==> src/rtl/db9_md_scanner.sv <==
// ----------------------------------------------------------------------------
// db9_md_scanner
//
// Sequencer for a shared DB9 user-port joystick interface carrying two Sega
// Megadrive pads on one 6-bit active-low input bus. The block walks the
// 3/6-button select protocol for player 1 and then player 2, decodes the
// returned pins and commits one active-high button vector per player.
//
// Parameters
//   CLK_DIV    clk cycles per protocol step (>= 4 so the synchroniser settles
//              well inside one step)
//   GAP_STEPS  idle steps with mdsel high after the P2 scan, long enough for
//              6-button pads to reset their internal select counter
//
// Ports
//   clk          in   system clock
//   RESET_N      in   asynchronous active-low reset
//   en           in   scan enable; low clears all results and parks in GAP
//   joy_in       in   raw pins, active-low: [0]U/Z [1]D/Y [2]L/X [3]R/Mode
//                     [4]B/A [5]C/Start
//   joy_split    out  player select: 0=P1, 1=P2
//   joy_mdsel    out  Megadrive select line
//   joystick1    out  P1 active-high: [0]R [1]L [2]D [3]U [4]B [5]C [6]A
//                     [7]Start [8]Mode [9]X [10]Y [11]Z, [15:12]=0
//   joystick2    out  P2, same layout
//   pad_present  out  [p] pad p detected in last committed scan
//   pad_six      out  [p] pad p is 6-button
//   frame_done   out  1-cycle pulse, high with the freshly committed P2 result
// ----------------------------------------------------------------------------
module db9_md_scanner #(
    parameter int unsigned CLK_DIV   = 320,
    parameter int unsigned GAP_STEPS = 300
) (
    input  logic        clk,
    input  logic        RESET_N,
    input  logic        en,
    input  logic [5:0]  joy_in,
    output logic        joy_split,
    output logic        joy_mdsel,
    output logic [15:0] joystick1,
    output logic [15:0] joystick2,
    output logic [1:0]  pad_present,
    output logic [1:0]  pad_six,
    output logic        frame_done
);

    localparam int unsigned DivW = (CLK_DIV > 1) ? $clog2(CLK_DIV) : 1;
    localparam int unsigned GapW = (GAP_STEPS > 1) ? $clog2(GAP_STEPS) : 1;
    localparam logic [DivW-1:0] DivLast = DivW'(CLK_DIV - 1);
    localparam logic [GapW-1:0] GapLast = GapW'(GAP_STEPS - 1);

    typedef enum logic [1:0] {
        StGap,
        StScan0,
        StSwitch,
        StScan1
    } state_e;

    // ------------------------------------------------------------------------
    // Input synchroniser. Idle pins read high, so reset to all-ones.
    // ------------------------------------------------------------------------
    logic [5:0] sync1_q;
    logic [5:0] sync2_q;

    always_ff @(posedge clk or negedge RESET_N) begin
        if (!RESET_N) begin
            sync1_q <= '1;
            sync2_q <= '1;
        end else begin
            sync1_q <= joy_in;
            sync2_q <= sync1_q;
        end
    end

    // ------------------------------------------------------------------------
    // Sequencer state
    // ------------------------------------------------------------------------
    state_e          state_q;
    logic [DivW-1:0] div_q;
    logic [GapW-1:0] gap_cnt_q;
    logic [2:0]      step_q;
    logic            split_q;
    logic            mdsel_q;
    logic            frame_done_q;

    // Per-scan scratch latches, only ever exposed through the s7 commit.
    logic [5:0]      base_q;     // {C,B,U,D,L,R} active-high
    logic [1:0]      as_q;       // {Start,A}
    logic            present_q;
    logic            six_q;
    logic [3:0]      ext_q;      // {Z,Y,X,Mode}

    logic [15:0]     joy1_q;
    logic [15:0]     joy2_q;
    logic [1:0]      present_out_q;
    logic [1:0]      six_out_q;

    logic            tick;
    logic [15:0]     scan_vec;
    logic            scan_six;

    assign tick = (div_q == DivLast);

    // A missing pad commits all-zero; a 3-button pad never reports X/Y/Z/Mode.
    assign scan_vec = present_q ? {4'b0000, (six_q ? ext_q : 4'b0000), as_q, base_q} : 16'h0000;
    assign scan_six = present_q & six_q;

    always_ff @(posedge clk or negedge RESET_N) begin
        if (!RESET_N) begin
            state_q       <= StGap;
            div_q         <= '0;
            gap_cnt_q     <= '0;
            step_q        <= 3'd0;
            split_q       <= 1'b0;
            mdsel_q       <= 1'b1;
            frame_done_q  <= 1'b0;
            base_q        <= '0;
            as_q          <= '0;
            present_q     <= 1'b0;
            six_q         <= 1'b0;
            ext_q         <= '0;
            joy1_q        <= '0;
            joy2_q        <= '0;
            present_out_q <= '0;
            six_out_q     <= '0;
        end else if (!en) begin
            // Disable takes priority over anything the scan would do this cycle,
            // including a commit on the final step.
            state_q       <= StGap;
            div_q         <= '0;
            gap_cnt_q     <= '0;
            step_q        <= 3'd0;
            split_q       <= 1'b0;
            mdsel_q       <= 1'b1;
            frame_done_q  <= 1'b0;
            base_q        <= '0;
            as_q          <= '0;
            present_q     <= 1'b0;
            six_q         <= 1'b0;
            ext_q         <= '0;
            joy1_q        <= '0;
            joy2_q        <= '0;
            present_out_q <= '0;
            six_out_q     <= '0;
        end else begin
            frame_done_q <= 1'b0;
            div_q        <= tick ? '0 : div_q + 1'b1;

            if (tick) begin
                unique case (state_q)
                    StGap: begin
                        if (gap_cnt_q == GapLast) begin
                            state_q   <= StScan0;
                            gap_cnt_q <= '0;
                            step_q    <= 3'd0;
                            split_q   <= 1'b0;
                            mdsel_q   <= 1'b1;
                        end else begin
                            gap_cnt_q <= gap_cnt_q + 1'b1;
                        end
                    end

                    StSwitch: begin
                        state_q <= StScan1;
                        step_q  <= 3'd0;
                        split_q <= 1'b1;
                        mdsel_q <= 1'b1;
                    end

                    StScan0, StScan1: begin
                        // Samples are taken at the end of the step, after the
                        // pad has answered the select level set at its start.
                        case (step_q)
                            3'd0: base_q <= {~sync2_q[5], ~sync2_q[4], ~sync2_q[0],
                                             ~sync2_q[1], ~sync2_q[2], ~sync2_q[3]};
                            3'd1: begin
                                as_q      <= {~sync2_q[5], ~sync2_q[4]};
                                // Any Megadrive pad grounds L and R while select is low.
                                present_q <= (sync2_q[3:2] == 2'b00);
                            end
                            // Third select-low: a 6-button pad grounds all four directions.
                            3'd5: six_q <= (sync2_q[3:0] == 4'b0000);
                            3'd6: begin
                                if (six_q) begin
                                    ext_q <= {~sync2_q[0], ~sync2_q[1], ~sync2_q[2], ~sync2_q[3]};
                                end
                            end
                            default: ;
                        endcase

                        if (step_q == 3'd7) begin
                            mdsel_q <= 1'b1;
                            if (state_q == StScan0) begin
                                joy1_q           <= scan_vec;
                                present_out_q[0] <= present_q;
                                six_out_q[0]     <= scan_six;
                                state_q          <= StSwitch;
                                split_q          <= 1'b1;
                            end else begin
                                joy2_q           <= scan_vec;
                                present_out_q[1] <= present_q;
                                six_out_q[1]     <= scan_six;
                                frame_done_q     <= 1'b1;
                                state_q          <= StGap;
                                gap_cnt_q        <= '0;
                                split_q          <= 1'b0;
                            end
                        end else begin
                            step_q  <= step_q + 3'd1;
                            // Step s+1 is even (select high) exactly when s is odd.
                            mdsel_q <= step_q[0];
                        end
                    end

                    default: state_q <= StGap;
                endcase
            end
        end
    end

    assign joy_split   = split_q;
    assign joy_mdsel   = mdsel_q;
    assign joystick1   = joy1_q;
    assign joystick2   = joy2_q;
    assign pad_present = present_out_q;
    assign pad_six     = six_out_q;
    assign frame_done  = frame_done_q;

endmodule
==> config.mk <==
export PLATFORM = sky130hd
export DESIGN_NAME = db9_md_scanner
export DESIGN_NICKNAME = d
export VERILOG_FILES = /design/src/rtl/db9_md_scanner.sv
export SDC_FILE = /design/constraint.sdc
export NUM_CORES = 1
export LEC_CHECK = 0
export ABC_AREA = 1
export ABC_CLOCK_PERIOD_IN_PS = 2000
export CAP_MARGIN = 40
export CORE_MARGIN = 2
export CORE_UTILIZATION = 55
export DETAILED_ROUTE_END_ITERATION = 8
export GPL_TIMING_DRIVEN = 0
export PLACE_DENSITY = 0.91
export RECOVER_POWER = 25
export SLEW_MARGIN = 0
export SYNTH_ARGS = -nofsm -noshare
export SYNTH_HDL_FRONTEND = slang
export SYNTH_SLANG_ARGS = --single-unit
==> constraint.sdc <==
create_clock -name clk -period 2 [get_ports clk]
set_clock_uncertainty 0.1 [all_clocks]
set_input_delay 0.3 -clock clk [delete_from_list [all_inputs] [get_ports clk]]
set_output_delay 0.3 -clock clk [all_outputs]
set_load 0.1 [all_outputs]
=== Word level (Yosys, flattened, before mapping) ===
Cells that the tools add are included.

* Output and inout port bits: 39
* Register bits after elaboration: 88
* Input port bits: 9

* Multiplexer cells: 80
* Equality and inequality tests: 24
* Bitwise logic cells: 7
* Reductions and logical operators: 15
* $add $sub $neg: 3

{| class="wikitable"
|+ Operators by type and width
! cell !! count
|-
| $mux 16 || 10
|-
| $mux 9 || 7
|-
| $mux 2 || 17
|-
| $mux 1 || 26
|-
| $mux 4 || 6
|-
| $mux 6 || 4
|-
| $add 9x1->9 const B || 2
|-
| $eq 9x9->1 const B || 2
|-
| $ne 2x1->1 const B || 9
|-
| $pmux 9 s2 || 1
|-
| $reduce_and 4->1 || 4
|-
| $reduce_and 3->1 || 5
|-
| $mux 12 || 1
|-
| $mux 3 || 4
|-
| $ne 3x3->1 const B || 4
|-
| $eq 3x3->1 const B || 3
|-
| $pmux 3 s3 || 1
|-
| $not 1->1 || 6
|-
| $pmux 1 s3 || 2
|-
| $pmux 2 s3 || 1
|-
| $eq 2x2->1 const B || 2
|-
| $logic_not 2->1 || 2
|-
| $logic_not 4->1 || 1
|-
| $add 3x1->3 const B || 1
|-
| 8 further kinds || 8
|}

=== Depth between registers and ports, before layout ===
* Depth in word-level cells: 7
* Mapped depth: 9
* Depth with buffers taken out: 9

=== Least setup slack after synthesis ===
No wires, ideal clock.

* Path type: register to register
* Start point: reg state_q[1]
* End point: reg joy2_q[10] (netlist: joystick2[10])
* Cell stages (with the launch flop): 8
* Arrival: 2,119 ps
* Data required time: 1,778 ps
* Setup time: 122 ps
* Buffers on the path: 1
* Period minus slack after synthesis: 2,342 ps
* Setup slack: -342 ps
* Path through: dfrtp_1 > inv_1 > ha_1 > o21ai_1 > nand3_2 > buf_2 > nand2_1 > nand2_1

* Cells in the longest elaborated chain, start to end: 4

{| class="wikitable"
|+ Ends and longest elaborated chain
! element !! RTL line !! text
|-
| start, declared || 78 || <nowiki>state_e state_q;</nowiki>
|-
| start signal, assigned || 110 || <nowiki>state_q <= StGap;</nowiki>
|-
| start signal, assigned || 129 || <nowiki>state_q <= StGap;</nowiki>
|-
| start signal, assigned || 153 || <nowiki>state_q <= StScan0;</nowiki>
|-
| $eq 2x1->1 or $eq 2x2->1 (tied branches) || 150, 193 ||
|-
| $reduce_or 2->1 || 150 || <nowiki>unique case (state_q)</nowiki>
|-
| $ne 2x1->1 (no line) || n/a ||
|-
| $reduce_and 4->1 (no line) * || n/a ||
|-
| end signal, assigned || 200 || <nowiki>joy2_q <= scan_vec;</nowiki>
|-
| end, declared || 94 || <nowiki>logic [15:0] joy2_q;</nowiki>
|}

Every way passes the cells marked *; elsewhere a longest branch is shown, timed or not.
A chain may end at the register's enable or synchronous reset.

=== Final worst setup path ===
* Start point: reg state_q[1]
* End point: reg joy1_q[5] (netlist: joystick1[5])

* Cells in the longest elaborated chain, start to end: 4

{| class="wikitable"
|+ Ends and longest elaborated chain
! element !! RTL line !! text
|-
| $eq 2x1->1 or $eq 2x2->1 (tied branches) || 150, 193 ||
|-
| $reduce_or 2->1 || 150 ||
|-
| $ne 2x1->1 (no line) || n/a ||
|-
| $reduce_and 4->1 (no line) * || n/a ||
|-
| end signal, assigned || 194 || <nowiki>joy1_q <= scan_vec;</nowiki>
|-
| end, declared || 93 || <nowiki>logic [15:0] joy1_q;</nowiki>
|}

Marked as above.

==> results.sh <==
export IMPL_outcome="finished, final reports clean"
export IMPL_synth_top_cell_by_area="dfrtp_1"
export IMPL_synth_area_um2=3840
export IMPL_yosysWarnings=0
export IMPL_utilization_pct=76.26
export IMPL_grt_usage_pct=26.55
export IMPL_io_buffers=38
export IMPL_fp_coreArea_um2=6756
export IMPL_grt_pass1_vias=3400
export IMPL_routed_wl_um=9631
export IMPL_worstPathRequired_ps=2190
export IMPL_grt_start_max_net_pins=56
export IMPL_via_count=3563
export IMPL_relSlewSlack_pct=54.93
export IMPL_detail_route_antenna_nets=0
export IMPL_initial_utilization_pct=56.83
export IMPL_syn_to_final_growth_pct=34.18
export IMPL_finalSetupViolCount=0
export IMPL_row_count=30
export IMPL_synth_seq_area_share_pct=51.91
export IMPL_io_pins=48
export IMPL_criticalPathCategory="register to register"
export IMPL_clockBufferDepth=2
export IMPL_cts_tree="yes"
export IMPL_clkSinkCount=79
export IMPL_yosys_top_cells_area="dfrtp_1 43%, nand2_1 16%, dfstp_2 8.9%, nand4_1 6.2%, nor2_1 4.7%"
export IMPL_dieArea_um2=7666
export IMPL_period_minus_slack_ps=1912
export IMPL_cts_max_level=3
export IMPL_cp_max_fo=10
export IMPL_fin_ws_ps=87.73
export IMPL_ys_seq_elements=79
export IMPL_fmax_mhz=522.9
export IMPL_synth_distinct_cells=32
export IMPL_netlist_instances=466
export IMPL_overflow=0
export IMPL_r2r_cells=8
export IMPL_syn_avg_cell_area_um2=8.240
export IMPL_drt_iter0_markers=394
export IMPL_clk_pin_slew_worst_paths_ps=80
export IMPL_min_path_cells=0
export IMPL_fin_crit_sh_pct=95.61
export IMPL_p_leak_uw=0.002586
export IMPL_gp_congestion=0.8893
export IMPL_clock_latency_ps=350
export IMPL_synth_top_area_share_pct=43.01
export IMPL_hpwl_um=6707
export IMPL_synthTopCellsByCount="165 x nand2_1, 66 x dfrtp_1, 48 x nor2_1, 42 x inv_1, 38 x nand4_1"
export IMPL_die_h_um=87.56
export IMPL_slew_viol_final=0
export IMPL_vias_per_cell=5.559
export IMPL_place_ws_ps=-114.6
export IMPL_end_kind="register"
export IMPL_drive_gt1_share_pct=17.83
export IMPL_worstSetupStartpointType="register"
export IMPL_vdd_drop_max_mv=0.9876
export IMPL_grt_pass1_wl_um=15650
export IMPL_first_pass_iters=7
export IMPL_synth_edff_count=0
export IMPL_remaining_drc_errors=0
export IMPL_worst_slew_pin_slew_ps=676.1
export IMPL_hp_class="register to register"
export IMPL_arrival_ps=2100
export IMPL_fin_nets=575
export IMPL_drv_cap=0
export IMPL_ys_async_sr_fraction_pct=100.0
export IMPL_power_density_nw_per_um2=922.7
export IMPL_cts_buffers=9
export IMPL_power_uw=4754
export IMPL_n_antenna_cell=0
export IMPL_die_x_um=87.56
export IMPL_cts_root_buffer="clkbuf_8"
export IMPL_finalHoldViolCount=0
export IMPL_yosysMostFrequentCell="nand2_1"
export IMPL_routedWlPerCell_um=15.02
export IMPL_antenna_found_initial=0
export IMPL_ys_flop_type="dfrtp_1"
-- logic make-up after synthesis --
kind of cell,share of synthesized area (%)
DFF,51.91
and+or+nand+nor,33.53
AOI/OAI and AO/OA,1.923
other,0.09766
buffers and inverters,8.374
xor gates and xnor gates,0.9125
adders and majority gates,3.258
-- state kept, by name, summed over array words and instances (netlist names) --
name and cells:
state_q 2, pad_present 2, step_q 3, pad_six 2, base_q 6, present_q 1
div_q 9, six_q 1, joystick2 12, gap_cnt_q 9, sync1_q 6, joy_mdsel 1
as_q 2, sync2_q 6, frame_done 1, joystick1 12, ext_q 4
-- area by class of cell --
| type | count | area (um2) |
|---|---|---|
| clock buffers | 13 | 148.9 |
| plain buffers | 24 | 160.2 |
| clock inverters | 3 | 90.09 |
| repair buffers | 72 | 888.4 |
| multi-input cells | 326 | 1602 |
| flip-flops and latches | 79 | 1998 |
| fillers | 433 | 1604 |
| well taps | 80 | 100.1 |
| inverters | 44 | 165.2 |
-- worst paths after layout --
check	endpoint	from	slack [ps]
min in group asynchronous	joystick2[9]	RESET_N	410
max	joystick1[5]	state_q[1]	90
max in group asynchronous	sync2_q[4]	RESET_N	630
min	sync2_q[0]	sync1_q[0]	260
max reg2reg	joystick1[5]	state_q[1]	90
min reg2reg	sync2_q[0]	sync1_q[0]	260
-- through the flow --
stage | hold WS [ps] | cell area, um2 | TNS [ps] | instances
after global placement | 245.3 | 4350 | -152470 | 591
final | 257.3 | 5152 | 0 | 641
after detailed placement | 125.8 | 4841 | -1718 | 623
after floorplan | -95.59 | 3870 | 0 | 473
after CTS | 241.6 | 5101 | 0 | 639
after global routing | 257.5 | 5152 | -41.68 | 641
-- report_power, final --
group / internal [uW] / switching [uW] / total, uW
sequential: 1770 / 136 / 1910
combinational: 424 / 985 / 1410
clock: 866 / 571 / 1440
-- cell usage in the layout, fill, tap and decap left out, drive strengths merged, types with 10 or more instances in the layout --
cell / synthesis / final
nor2: 49 / 49
dfstp: 13 / 13
nand4: 38 / 38
ha: 10 / 10
clkdlybuf4s50: 0 / 30
nand2: 169 / 169
clkbuf: 5 / 19
nand3: 24 / 24
inv: 44 / 44
dfrtp: 66 / 66
buf: 19 / 53
-- critical path, stage by stage, from the launching register on --
cell and delay, ps:
dfrtp_4 500, inv_1 130, ha_4 190, inv_1 90, o21ai_4 220, buf_4 160
buf_2 200, nand4_1 150, nand2_1 120
-- timing repair --
| item | CTS | global route |
|---|---|---|
| resized for setup | 5 | 9 |
| buffers inserted | 0 | 2 |
| hold buffers | 1 | 0 |
| endpoints found under the setup margin | 24 | 32 |
| gates cloned | 0 | 0 |
| hold endpoints to repair | 24 | 0 |
| pin swaps | 0 | 1 |
-- per-layer routing --
metal	routed length [um]	part of all wire, %	vias up	GRT usage [%]
met1	3770	39	1696	32.22
met2	4970	52	189	44.77
li1	-	-	1648	-
met5	0	0	-	0
met3	629	6.5	30	6.315
met4	260	2.7	0	12.73
Power figures use the tool's default switching activity.
